[src/rtl/prio_arb_pkg.sv]
// Shared definitions for the prio_arb_n arbiter slice.
//   MODE_FIXED / MODE_RR : encodings of the arbiter's mode input
//   state_t              : arbiter FSM state (IDLE, GRANT)
//   wrap_add             : (a + b) mod n for operands already in 0..n-1
package prio_arb_pkg;

    localparam logic MODE_FIXED = 1'b0;
    localparam logic MODE_RR    = 1'b1;

    typedef enum logic {
        IDLE  = 1'b0,
        GRANT = 1'b1
    } state_t;

    // Both operands are below n, so a single conditional subtract is enough
    // and no divider is inferred.
    function automatic int wrap_add(input int a, input int b, input int n);
        int s;
        s = a + b;
        if (s >= n) begin
            s = s - n;
        end
        return s;
    endfunction

endpackage

[src/rtl/prio_enc_n.sv]
// N-input priority encoder, highest set index wins.
// Generalisation of the classic 4-to-2 encoder.
//   req : request vector
//   idx : index of the highest set bit (0 when none set)
//   any : at least one bit of req is set
module prio_enc_n #(
    parameter int N = 8,
    localparam int W = $clog2(N)
) (
    input  logic [N-1:0] req,
    output logic [W-1:0] idx,
    output logic         any
);

    // Ascending scan where later hits overwrite earlier ones, so the
    // highest set bit is the one that survives.
    always_comb begin
        idx = '0;
        any = 1'b0;
        for (int i = 0; i < N; i++) begin
            if (req[i]) begin
                idx = W'(i);
                any = 1'b1;
            end
        end
    end

endmodule

[src/rtl/prio_arb_n.sv]
// Registered N-way priority arbiter with fixed / round-robin modes.
//   clk, rst_n  : clock, asynchronous active-low reset
//   req         : request vector, bit i = requester i wants service
//   mode        : 0 fixed priority (highest index), 1 round-robin
//   gnt_ready   : consumer takes the presented grant this cycle
//   gnt_valid   : a grant is presented
//   gnt_idx     : granted index (keeps its value after returning to idle)
//   gnt_onehot  : one-hot of gnt_idx, zero while gnt_valid is low
//   last_idx    : last accepted index, the round-robin pointer
//   dbg_state   : current FSM state (0 IDLE, 1 GRANT)
//
// Handshake: a grant transfers on a rising edge where gnt_valid and
// gnt_ready are both high. While gnt_valid is high and gnt_ready low, the
// grant is held unchanged no matter what req does. gnt_ready is ignored
// while gnt_valid is low.
module prio_arb_n
    import prio_arb_pkg::*;
#(
    parameter int N = 8,
    localparam int W = $clog2(N)
) (
    input  logic         clk,
    input  logic         rst_n,
    input  logic [N-1:0] req,
    input  logic         mode,
    input  logic         gnt_ready,
    output logic         gnt_valid,
    output logic [W-1:0] gnt_idx,
    output logic [N-1:0] gnt_onehot,
    output logic [W-1:0] last_idx,
    output logic         dbg_state
);

    state_t       state;
    logic [N-1:0] search_req;
    logic [N-1:0] rot_req;
    logic [N-1:0] enc_in;
    logic [W-1:0] enc_idx;
    logic         enc_any;
    logic [W-1:0] win_idx;

    // gnt_onehot is zero in IDLE and marks the grant being accepted in
    // GRANT, so masking with it gives the back-to-back exclusion for free.
    assign search_req = req & ~gnt_onehot;

    // Rotate so that bit j holds requester (j + last_idx) mod N: the MSB is
    // then (last_idx - 1) mod N and bit 0 is last_idx itself, which makes
    // the plain MSB-first encoder implement round-robin order.
    always_comb begin
        rot_req = '0;
        for (int j = 0; j < N; j++) begin
            rot_req[j] = search_req[wrap_add(j, int'(last_idx), N)];
        end
    end

    assign enc_in = (mode == MODE_RR) ? rot_req : search_req;

    prio_enc_n #(.N(N)) u_enc (
        .req (enc_in),
        .idx (enc_idx),
        .any (enc_any)
    );

    always_comb begin
        win_idx = enc_idx;
        if (mode == MODE_RR) begin
            win_idx = W'(wrap_add(int'(enc_idx), int'(last_idx), N));
        end
    end

    always_ff @(posedge clk or negedge rst_n) begin
        if (!rst_n) begin
            state      <= IDLE;
            gnt_valid  <= 1'b0;
            gnt_idx    <= '0;
            gnt_onehot <= '0;
            last_idx   <= '0;
        end else begin
            case (state)
                IDLE: begin
                    if (enc_any) begin
                        state      <= GRANT;
                        gnt_valid  <= 1'b1;
                        gnt_idx    <= win_idx;
                        gnt_onehot <= N'(1) << win_idx;
                    end
                end
                GRANT: begin
                    if (gnt_ready) begin
                        last_idx <= gnt_idx;
                        if (enc_any) begin
                            gnt_idx    <= win_idx;
                            gnt_onehot <= N'(1) << win_idx;
                        end else begin
                            // Includes the case where only the accepted
                            // requester is still asking: one release cycle.
                            state      <= IDLE;
                            gnt_valid  <= 1'b0;
                            gnt_onehot <= '0;
                        end
                    end
                end
                default: begin
                    state     <= IDLE;
                    gnt_valid <= 1'b0;
                end
            endcase
        end
    end

    assign dbg_state = state;

endmodule
[config.mk]
export PLATFORM = sky130hd
export DESIGN_NAME = prio_arb_n
export DESIGN_NICKNAME = d
export VERILOG_FILES = /design/src/rtl/prio_arb_pkg.sv /design/src/rtl/prio_enc_n.sv /design/src/rtl/prio_arb_n.sv
export SDC_FILE = /design/constraint.sdc
export NUM_CORES = 1
export LEC_CHECK = 0
export CAP_MARGIN = 5
export CORE_AREA = 2 2 59 61
export CTS_BUF_LIST = sky130_fd_sc_hd__clkbuf_4 sky130_fd_sc_hd__clkbuf_8
export CTS_CLUSTER_SIZE = 20
export DETAILED_ROUTE_END_ITERATION = 6
export DIE_AREA = 0 0 61 63
export HOLD_SLACK_MARGIN = 0.08
export PLACE_DENSITY = 0.84
export SYNTH_ARGS = -nofsm -noshare
export SYNTH_HDL_FRONTEND = slang
export SYNTH_SLANG_ARGS = --single-unit
[constraint.sdc]
create_clock -name clk -period 3.4 [get_ports clk]
set_input_delay 0.68 -clock clk [delete_from_list [all_inputs] [get_ports clk]]
set_output_delay 0.68 -clock clk [all_outputs]
set_load 0.02 [all_outputs]
==> results of run 1 <==
[worst paths after layout]
check	to	slack, ns	cells past startpoint
worst min register to register	gnt_idx[2]$_DFFE_PN0P_	0.51	1
worst max register to register	gnt_onehot[1]$_DFFE_PN0P_	-0.14	15
min in group asynchronous	gnt_onehot[7]$_DFFE_PN0P_	0.81	1
worst max-delay path	gnt_onehot[1]$_DFFE_PN0P_	-0.14	15
max in group asynchronous	last_idx[0]$_DFFE_PN0P_	2.10	1
worst min-delay path	gnt_idx[2]$_DFFE_PN0P_	0.51	1
[synth_stat cells, types with 3 or more instances]
library cell / instances
o211ai_1: 3
mux2i_4: 3
nand2_1: 6
inv_1: 5
nand2b_1: 7
nand3_1: 3
nand2b_4: 3
o21ai_0: 3
ha_1: 3
a21oi_1: 4
mux4_2: 8
a32o_1: 4
mux2_2: 5
nor3_1: 4
dfrtp_1: 16
o2bb2ai_1: 4
nor2b_1: 5
mux2i_1: 4
nor2_1: 3
[area by class of cell]
| class | count | area (sq um) |
|---|---|---|
| Fill cell | 208 | 806 |
| Clock buffer | 4 | 36.3 |
| Sequential cell | 16 | 403 |
| Multi-Input combinational cell | 104 | 1180 |
| Timing Repair Buffer | 88 | 724 |
| Inverter | 6 | 25.0 |
| Tap cell | 46 | 57.6 |
[kinds of logic (layout without fill, tap and decap cells)]
kind of cell | after synthesis | count (layout) | share of synthesized area (%)
AO/OA/AOI/OAI | 31 | 31 | 18.3
adder cells (fa/ha/maj) | 4 | 4 | 3.84
buffers and inverters | 10 | 98 | 4.76
multiplexers | 23 | 23 | 25.5
XOR/XNOR | 4 | 4 | 2.84
flip-flops | 16 | 16 | 26.7
AND/OR/NAND/NOR | 42 | 42 | 18.1
[sequential cells by signal, indices dropped and copies added, names as in the netlist]
register / count
gnt_valid: 1
last_idx: 3
dbg_state: 1
gnt_onehot: 8
gnt_idx: 3
[worst max-delay path, cell delays in order]
cell and delay (ns):
buf_2 0.11, and2b_4 0.17, mux4_2 0.50, mux2i_2 0.22, nand2b_4 0.18, nand3_2 0.07, a221oi_2 0.27, o21ai_2 0.09
ha_2 0.18, inv_2 0.05, fa_2 0.42, a21oi_2 0.15, a21o_1 0.13, and2b_2 0.25, a32o_1 0.26
[power breakdown]
part / internal [uW] / switching, uW / total [uW]
clock: 65.3 / 61.5 / 127
sequential: 267 / 84.8 / 351
combinational: 1460 / 1110 / 2570
total: 1790 / 1250 / 3050
[metal layers]
metal	track usage, %	up-vias	wire (um)
met2	50.8	82	2680
met4	10.3	0	155
met5	0	-	0
met3	1.45	18	230
met1	34.7	719	1870
li1	-	680	-
[per-stage QoR]
stage / hold slack [ns] / std cells
after global placement: 0.489 / 239
after CTS: 0.510 / 262
final: 0.509 / 264
after detailed placement: 0.483 / 239
after global routing: 0.543 / 264
after floorplan: 0.384 / 130
[what timing repair did]
item	in CTS	in global routing
gates resized for setup	54	13
setup endpoints to repair	11	11
pin swaps	12	8
buffers inserted	19	2
==> impl_metrics.tcl, run 1 <==
set metrics [dict create \
    cts_buffer_depth 2 \
    place_area_sq_um 2120 \
    path_class "in2reg" \
    core_area_sq_um 3230 \
    dp_hpwl_um 3500 \
    vias 1499 \
    clkSinkCount 16 \
    worstMarginPinSlew_ns 0.717 \
    avgViaCountPerCell 5.68 \
    numCtsBuffers 3 \
    timing.rr.start "last_idx[0]$_DFFE_PN0P_" \
    total_power_uw 3050 \
    ir_worst_vdd_uv 553 \
    clock_skew_ns 0.00501 \
    synth_seq_cells 16 \
    cts_tree "yes" \
    critPathCaptureType "register" \
    antenna_cells 0 \
    dp_slack_ns -0.787 \
    setup_ws_ns -0.140 \
    ant_nets 0 \
    root_buffer "clkbuf_4" \
    synthArstFlopShare_pct 100 \
    crit_fanout 3 \
    syn_area_sq_um 1500 \
    final_cell_area_sq_um 2430 \
    htree_levels 1 \
    grt_pass1_vias 1628 \
    hold_viol_final 0 \
    hold_buffers 0 \
    finalSetupViolations 8 \
    final_cell_mix "buf_4, clkdlybuf4s50_1, dfrtp_1" \
    path_clk_slew_ns 0.09 \
    avgSynthCellArea_sq_um 11.5 \
    clk_latency_ns 0.29 \
    die-area_sq_um 3840 \
    worstPathArrival_ns 3.73 \
    drive_gt1_share_pct 61.0 \
    yosysWarningCount 0 \
    utilization_pct 75.1 \
    syn_inst 130 \
    synth_fp_nets 146 \
    num_rows 21 \
    nets 235 \
    max_freq_mhz 282 \
    syn_to_final_growth_pct 61.9 \
    min_period_ns 3.54 \
    gp_congestion 0.950 \
    relSlewSlack_pct 52.1 \
    fin_setup_tns_ns -0.731 \
    synthDistinctLibCells 51 \
    leakagePower_uw 0.00109 \
    power_density_nw_per_um2 1260 \
    netlist.area_leader.share_pct 26.7 \
    critPathRequiredTime_ns 3.59 \
    dieHeight_um 63 \
    grt_antenna_before_repair 0 \
    wirelength_um 4930 \
    rsz0062_at_grt "yes" \
    min-delay-start "gnt_idx[2]$_DFFE_PN0P_" \
    drv_slew 0 \
    synth_edf_count 0 \
    cap_viol_max_count 0 \
    fin_crit_sh_pct 104 \
    wl_per_cell_um 18.7 \
    status "finished with violations" \
    synthTopCellsByArea "dfrtp_1, mux4_2, mux2i_4" \
    drt_iter0_drc 69 \
    hp-class "reg2reg" \
    grt_usage_pct 28.4 \
    start_kind "input port" \
    grt_max_degree 17 \
    synth_top_area_cell "dfrtp_1" \
    seq_area_frac_synth_pct 26.7 \
    die_w_um 61 \
    final_common_cell "buf_4" \
    firstDrtPassIters 4 \
    cp-startpoint "req[3]" \
    portBuffers 27 \
    start_util_pct 46.4 \
    grt_pass1_wl_um 8130 \
    synth_ff_type "dfrtp_1" \
    drc 0 \
    io_pins 28 \
    violations "negative setup slack" \
    gr-total-overflow 0 \
]
(Power assumes the default switching activity.)
==> run 2, diff against run 1 <==
--- a/config.mk
+++ b/config.mk
@@ -6,13 +6,15 @@
 export NUM_CORES = 1
 export LEC_CHECK = 0
 export CAP_MARGIN = 5
-export CORE_AREA = 2 2 59 61
+export CORE_AREA = 2 2 56 58
 export CTS_BUF_LIST = sky130_fd_sc_hd__clkbuf_4 sky130_fd_sc_hd__clkbuf_8
 export CTS_CLUSTER_SIZE = 20
 export DETAILED_ROUTE_END_ITERATION = 6
-export DIE_AREA = 0 0 61 63
+export DIE_AREA = 0 0 58 60
 export HOLD_SLACK_MARGIN = 0.08
-export PLACE_DENSITY = 0.84
+export PLACE_DENSITY = 0.83
+export SLEW_MARGIN = 10
 export SYNTH_ARGS = -nofsm -noshare
 export SYNTH_HDL_FRONTEND = slang
+export SYNTH_HIERARCHICAL = 1
 export SYNTH_SLANG_ARGS = --single-unit
==> run 2 against run 1 <==
Against the previous run: count of clock-buffer cells in the layout unchanged; die area down 9.4%; sequential share of layout area up 2.1 points; critical endpoint is now gnt_onehot[5]$_DFFE_PN0P_; critical path depth decreased by 2; setup slack improved by 0.11 ns; clock power up 11%; non-clock buffer count fell by 19; cell count down 9.1%; power shrank 14%; the run still ends with negative setup slack left; sequential power grew 7.4%; cell area is 12% lower.
==> impl_metrics.tcl, run 2 <==
set metrics [dict create \
    grt_max_degree 17 \
    worstMarginPinSlew_ns 0.807 \
    final_common_cell "buf_4" \
    yosysWarningCount 6 \
    utilization_pct 73.6 \
    root_buffer "clkbuf_4" \
    r2r_end "gnt_onehot[5]$_DFFE_PN0P_" \
    dp_hpwl_um 2810 \
    syn_to_final_growth_pct 67.0 \
    nets 224 \
    worst-r2r-cell-count 13 \
    numCtsBuffers 3 \
    critPathCaptureType "register" \
    max_freq_mhz 292 \
    hold_path_depth 1 \
    hold_viol_final 0 \
    netlist.area_leader.share_pct 31.3 \
    power_density_nw_per_um2 1220 \
    firstDrtPassIters 5 \
    dp_slack_ns -0.669 \
    clkPwrFrac_pct 5.4 \
    wl_per_cell_um 24.9 \
    crit_path_cell_trace "inv_2 > ha_2 > mux4_2 > mux2i_2 > a21oi_2 > a21oi_4 > o31ai_4 > ha_2 > inv_2 > fa_2 > a32o_2 > nand2_2 > o21ai_1" \
    timing.rr.start "last_idx[1]$_DFFE_PN0P_" \
    synth_fp_nets 155 \
    avgSynthCellArea_sq_um 9.21 \
    r2r_slack_ns -0.03 \
    synthArstFlopShare_pct 100 \
    violations "negative setup slack" \
    drc 0 \
    combPwrFrac_pct 80.1 \
    yosysMostFrequentCell "nand2_1" \
    intPower_uw 1340 \
    drv_slew 0 \
    clkSinkCount 16 \
    largest_registers "gnt_onehot: 8 flops, gnt_idx: 3 flops, last_idx: 3 flops" \
    start_kind "register" \
    synth_seq_cells 16 \
    drive_gt1_share_pct 52.7 \
    p_sw_uw 1270 \
    syn_inst 139 \
    synth_top_cells_by_count "nand2_1, dfrtp_1, nor2_1" \
    cts_buffer_depth 2 \
    gp_congestion 0.924 \
    cts_tree "yes" \
    ant_nets 0 \
    dieHeight_um 60 \
    status "finished with violations" \
    clock_skew_ns 0.0165 \
    critPathRequiredTime_ns 3.58 \
    gr-total-overflow 0 \
    path_clk_slew_ns 0.12 \
    finalSetupViolations 1 \
    synthTopCellsByArea "dfrtp_1, mux4_2, nand2_1" \
    top_register "gnt_onehot" \
    holdWs_ns 0.519 \
    syn_area_sq_um 1280 \
    die_w_um 58 \
    crit_fanout 5 \
    vias 1576 \
    hp-class "reg2reg" \
    clk_latency_ns 0.32 \
    path_class "reg2reg" \
    relSlewSlack_pct 46.0 \
    synth_ff_type "dfrtp_1" \
    grt_antenna_before_repair 0 \
    wirelength_um 5970 \
    grt_pass1_wl_um 8240 \
    num_rows 20 \
    min_period_ns 3.43 \
    seq_area_frac_synth_pct 31.3 \
    core_area_sq_um 2900 \
    leakagePower_uw 0.000956 \
    fin_crit_sh_pct 101 \
    hold-path-endpoint "gnt_idx[1]$_DFFE_PN0P_" \
    setup_ws_ns -0.0282 \
    slowest_delay_ns 0.56 \
    switching_share_pct 48.6 \
    io_pins 28 \
    cap_viol_max_count 0 \
    final_cell_mix "buf_4, clkdlybuf4s50_1, nand2_1" \
    grt_usage_pct 33.1 \
    synth_top_area_cell "dfrtp_1" \
    cpMaxStageDelayCell "mux4_2" \
    synth_edf_count 0 \
    min-delay-start "gnt_idx[1]$_DFFE_PN0P_" \
    grt_pass1_vias 1574 \
    worstPathArrival_ns 3.61 \
    die-area_sq_um 3480 \
    seq_power_share_pct 14.4 \
    drt_iter0_drc 142 \
    ir_worst_vdd_uv 968 \
    htree_levels 1 \
    portBuffers 27 \
    antenna_cells 0 \
    synthDistinctLibCells 33 \
    start_util_pct 44.1 \
    avgViaCountPerCell 6.57 \
    largest_reg_flops 8 \
]
-- run 2: cell count changes in the layout (fill, tap and decap cells not counted), moves of 5 or more --
cell / previous run / this run
o21ai_1: 0 / 7
buf_4: 57 / 36
nand2_1: 5 / 17
clkbuf_2: 1 / 8
buf_2: 5 / 0
nor2_1: 3 / 15
-- run 2: kinds of logic after synthesis --
family | Yosys count | synth area share [%]
simple gates | 53 | 19.6
compound gates | 30 | 13.3
mux | 18 | 22.8
flops | 16 | 31.3
buf+inv | 12 | 4.40
xor+xnor | 6 | 4.11
fa+ha+maj | 4 | 4.50
-- run 2: repair_timing --
| item | in CTS | in global routing |
|---|---|---|
| gates resized for setup | 57 | 40 |
| pin swaps | 13 | 17 |
| setup endpoints to repair | 10 | 10 |
| hold buffers | 0 | 0 |
| setup buffers | 14 | 5 |
-- run 2: per-layer routing --
metal  vias to the layer above  GRT usage, %  part of all wire, %
met4                         0          21.6                  7.5
met5                         -             0                    0
met3                        58          9.52                   12
li1                        628             -                    -
met2                       169          51.9                   45
met1                       721          39.7                   35
-- run 2: layout make-up --
class,instances,area (sq um)
clock buffer,4,36.3
sequential,16,400
multi-input combinational,111,1060
fill,158,766
inverter,7,26.3
tap,33,41.3
timing repair buffer,69,568
-- run 2: per-stage QoR --
| step | TNS [ns] | cells | power (uW) | area [sq um] |
|---|---|---|---|---|
| after floorplan | 0 | 139 | 1180 | 1280 |
| after global placement | -4.38 | 217 | 1630 | 1740 |
| after detailed placement | -5.96 | 217 | 1670 | 1740 |
| after CTS | 0 | 235 | 2120 | 2000 |
| after global routing | -0.660 | 240 | 2700 | 2140 |
| final | -0.0282 | 240 | 2610 | 2140 |
-- run 2: critical path, delay by kind of cell (launching register included) --
family	cells	cell delay (ns)
simple gates	1	0.12
flops	1	0.41
buf+inv	2	0.14
fa+ha+maj	3	1.07
mux	2	0.79
compound gates	5	0.75
-- run 2: power by group through the flow --
stage          Sequential, uW  Clock, uW  Combinational (uW)
2_1_floorplan             411          0                 768
3_3_place_gp              342          0                1280
3_5_place_dp              343          0                1330
4_1_cts                   359        135                1620
5_1_grt                   382        144                2170
6_report                  377        141                2090
-- run 2: how the worst max path moves through the flow --
stage	slack [ns]	from	cells past startpoint	endpoint
floorplan	0.03	last_idx[0]$_DFFE_PN0P_	15	gnt_idx[2]$_DFFE_PN0P_
global placement	-0.50	req[1]	13	gnt_onehot[5]$_DFFE_PN0P_
detailed placement	-0.67	req[1]	15	gnt_onehot[4]$_DFFE_PN0P_
CTS	0.02	req[3]	15	gnt_onehot[6]$_DFFE_PN0P_
global route	-0.12	last_idx[1]$_DFFE_PN0P_	14	gnt_onehot[5]$_DFFE_PN0P_
finish	-0.03	last_idx[1]$_DFFE_PN0P_	13	gnt_onehot[5]$_DFFE_PN0P_
==> run 3, diff against run 2 <==
--- a/config.mk
+++ b/config.mk
@@ -13,6 +13,7 @@
 export DIE_AREA = 0 0 58 60
 export HOLD_SLACK_MARGIN = 0.08
 export PLACE_DENSITY = 0.83
+export SKIP_LAST_GASP = 1
 export SLEW_MARGIN = 10
 export SYNTH_ARGS = -nofsm -noshare
 export SYNTH_HDL_FRONTEND = slang
==> constraint.sdc (replaced) <==
create_clock -name clk -period 3 [get_ports clk]
set_input_delay 0.6 -clock clk [delete_from_list [all_inputs] [get_ports clk]]
set_output_delay 0.6 -clock clk [all_outputs]
set_load 0.02 [all_outputs]
==> run 3 against run 2 <==
Against the previous run: the run still ends with negative setup slack left; first-iteration DRC count decreased by 68%; worst hold slack improved by 0.029 ns; power increased by 1.3%; critical path depth decreased by 2; fmax increased by 7.5%; cell area decreased by 0.82%; sequential power increased by 12%; largest cell class unchanged; largest power group unchanged; highest routed layer unchanged.
==> impl_metrics.tcl, run 3 (same netlist as run 2, synthesis figures left out) <==
set metrics [dict create \
    largest_registers "gnt_onehot: 8 flops, gnt_idx: 3 flops, last_idx: 3 flops" \
    drt_iter0_drc 45 \
    dp_hpwl_um 2880 \
    combPwrFrac_pct 78.5 \
    start_kind "register" \
    wirelength_um 3860 \
    critical-path-top-delay-family "multiplexers" \
    clkPwrFrac_pct 5.4 \
    dp_cells 223 \
    p_sw_uw 1160 \
    worstPathArrival_ns 3.36 \
    avgViaCountPerCell 5.47 \
    drc 0 \
    die-area_sq_um 3480 \
    vias 1307 \
    clkSinkCount 16 \
    path_clk_slew_ns 0.10 \
    utilization_pct 73.0 \
    max_freq_mhz 313 \
    grt_pass1_vias 1325 \
    clock_skew_ns 0.00359 \
    start_util_pct 44.1 \
    drive_gt1_share_pct 45.1 \
    clk_latency_ns 0.29 \
    setup_ws_ns -0.190 \
    htree_levels 1 \
    cap_viol_max_count 0 \
    top_register "gnt_onehot" \
    hold_viol_final 0 \
    grt_antenna_before_repair 0 \
    root_buffer "clkbuf_4" \
    critPathRequiredTime_ns 3.17 \
    num_rows 20 \
    hold_buffers 0 \
    place_area_sq_um 1880 \
    rsz0062_at_grt "yes" \
    largest_reg_flops 8 \
    ant_nets 0 \
    grt_max_degree 17 \
    seq_power_share_pct 16.0 \
    critPathCaptureType "register" \
    firstDrtPassIters 4 \
    final_cell_mix "buf_4, clkdlybuf4s50_1, nand2_1" \
    fin_setup_tns_ns -1.64 \
    cpMaxStageDelayCell "mux4_2" \
    holdWs_ns 0.548 \
    nets 223 \
    fin_cells 239 \
    gr-total-overflow 0 \
    numCtsBuffers 3 \
    relSlewSlack_pct 52.5 \
    path_class "reg2reg" \
    critPathBufInv 2 \
    finalSetupViolations 10 \
    drv_slew 0 \
    hp-class "reg2reg" \
    crit_fanout 6 \
    core_area_sq_um 2900 \
    cts_buffer_depth 2 \
    grt_usage_pct 23.5 \
    grt_pass1_wl_um 6050 \
    status "finished with violations" \
    gp_congestion 0.932 \
    final_common_cell "buf_4" \
    worstMarginPinSlew_ns 0.711 \
    cts_tree "yes" \
    io_pins 28 \
    intPower_uw 1480 \
    power_density_nw_per_um2 1250 \
    dieHeight_um 60 \
    die_w_um 58 \
    violations "negative setup slack" \
    min_period_ns 3.19 \
    syn_to_final_growth_pct 65.6 \
    final_cell_area_sq_um 2120 \
    portBuffers 27 \
    switching_share_pct 44.0 \
    leakagePower_uw 0.000944 \
    ir_worst_vdd_uv 847 \
    antenna_cells 0 \
    fin_crit_sh_pct 106 \
    wl_per_cell_um 16.2 \
    crit_path_cell_trace "buf_6 > mux4_2 > mux2i_1 > a21oi_2 > o31ai_1 > inv_1 > fa_2 > xnor2_2 > nand2_4 > xor2_4 > o21ai_1" \
    slowest_delay_ns 0.53 \
]
run 3: worst paths after layout:
path	from	to	slack (ns)	cells past startpoint
max	last_idx[0]$_DFFE_PN0P_	gnt_onehot[6]$_DFFE_PN0P_	-0.19	11
min	gnt_idx[0]$_DFFE_PN0P_	last_idx[0]$_DFFE_PN0P_	0.55	1
max reg2reg	last_idx[0]$_DFFE_PN0P_	gnt_onehot[6]$_DFFE_PN0P_	-0.19	11
min reg2reg	gnt_idx[0]$_DFFE_PN0P_	last_idx[0]$_DFFE_PN0P_	0.55	1
max in group asynchronous	rst_n	last_idx[0]$_DFFE_PN0P_	1.78	1
min in group asynchronous	rst_n	gnt_onehot[5]$_DFFE_PN0P_	0.73	1
run 3: stage by stage:
step                setup slack (ns)  power, uW
finish                        -0.190       2640
global route                  -0.315       2820
CTS                           -0.169       2480
detailed placement            -0.789       2130
global placement              -0.692       2060
floorplan                     -0.169       1500
run 3: power groups by stage:
stage | Sequential (uW) | Clock (uW) | Combinational, uW
3_5_place_dp | 419 | 0 | 1710
6_report | 424 | 144 | 2080
2_1_floorplan | 484 | 0 | 1020
3_3_place_gp | 414 | 0 | 1650
4_1_cts | 421 | 147 | 1910
5_1_grt | 434 | 158 | 2230
run 3: layout make-up:
class	count	area (sq um)
clock buffers	4	36.3
flip-flops and latches	16	403
fillers	212	783
repair buffers	68	582
inverters	7	33.8
well taps	33	41.3
multi-input cells	111	1020
run 3: worst register-to-register path, stage by stage (launching register included):
cell,delay (ns)
dfrtp_2,0.49
buf_6,0.16
mux4_2,0.53
mux2i_1,0.23
a21oi_2,0.12
o31ai_1,0.40
inv_1,0.14
fa_2,0.38
xnor2_2,0.18
nand2_4,0.11
xor2_4,0.22
o21ai_1,0.10
run 3: what timing repair did:
| item | CTS | global route |
|---|---|---|
| endpoints found under the hold margin | 0 | 0 |
| endpoints found under the setup margin | 10 | 10 |
| resized for setup | 26 | 9 |
| gates cloned | 0 | 0 |
| pin swaps | 17 | 5 |
| buffers inserted | 8 | 4 |
run 3: per-layer routing:
metal	share of wire [%]	GRT usage [%]	routed length, um	up-vias
met5	0	0	0	-
met4	2.3	9.63	87	0
met3	2.4	2.60	94	10
met2	57	44.0	2180	26
met1	39	27.2	1500	648
li1	-	-	-	623
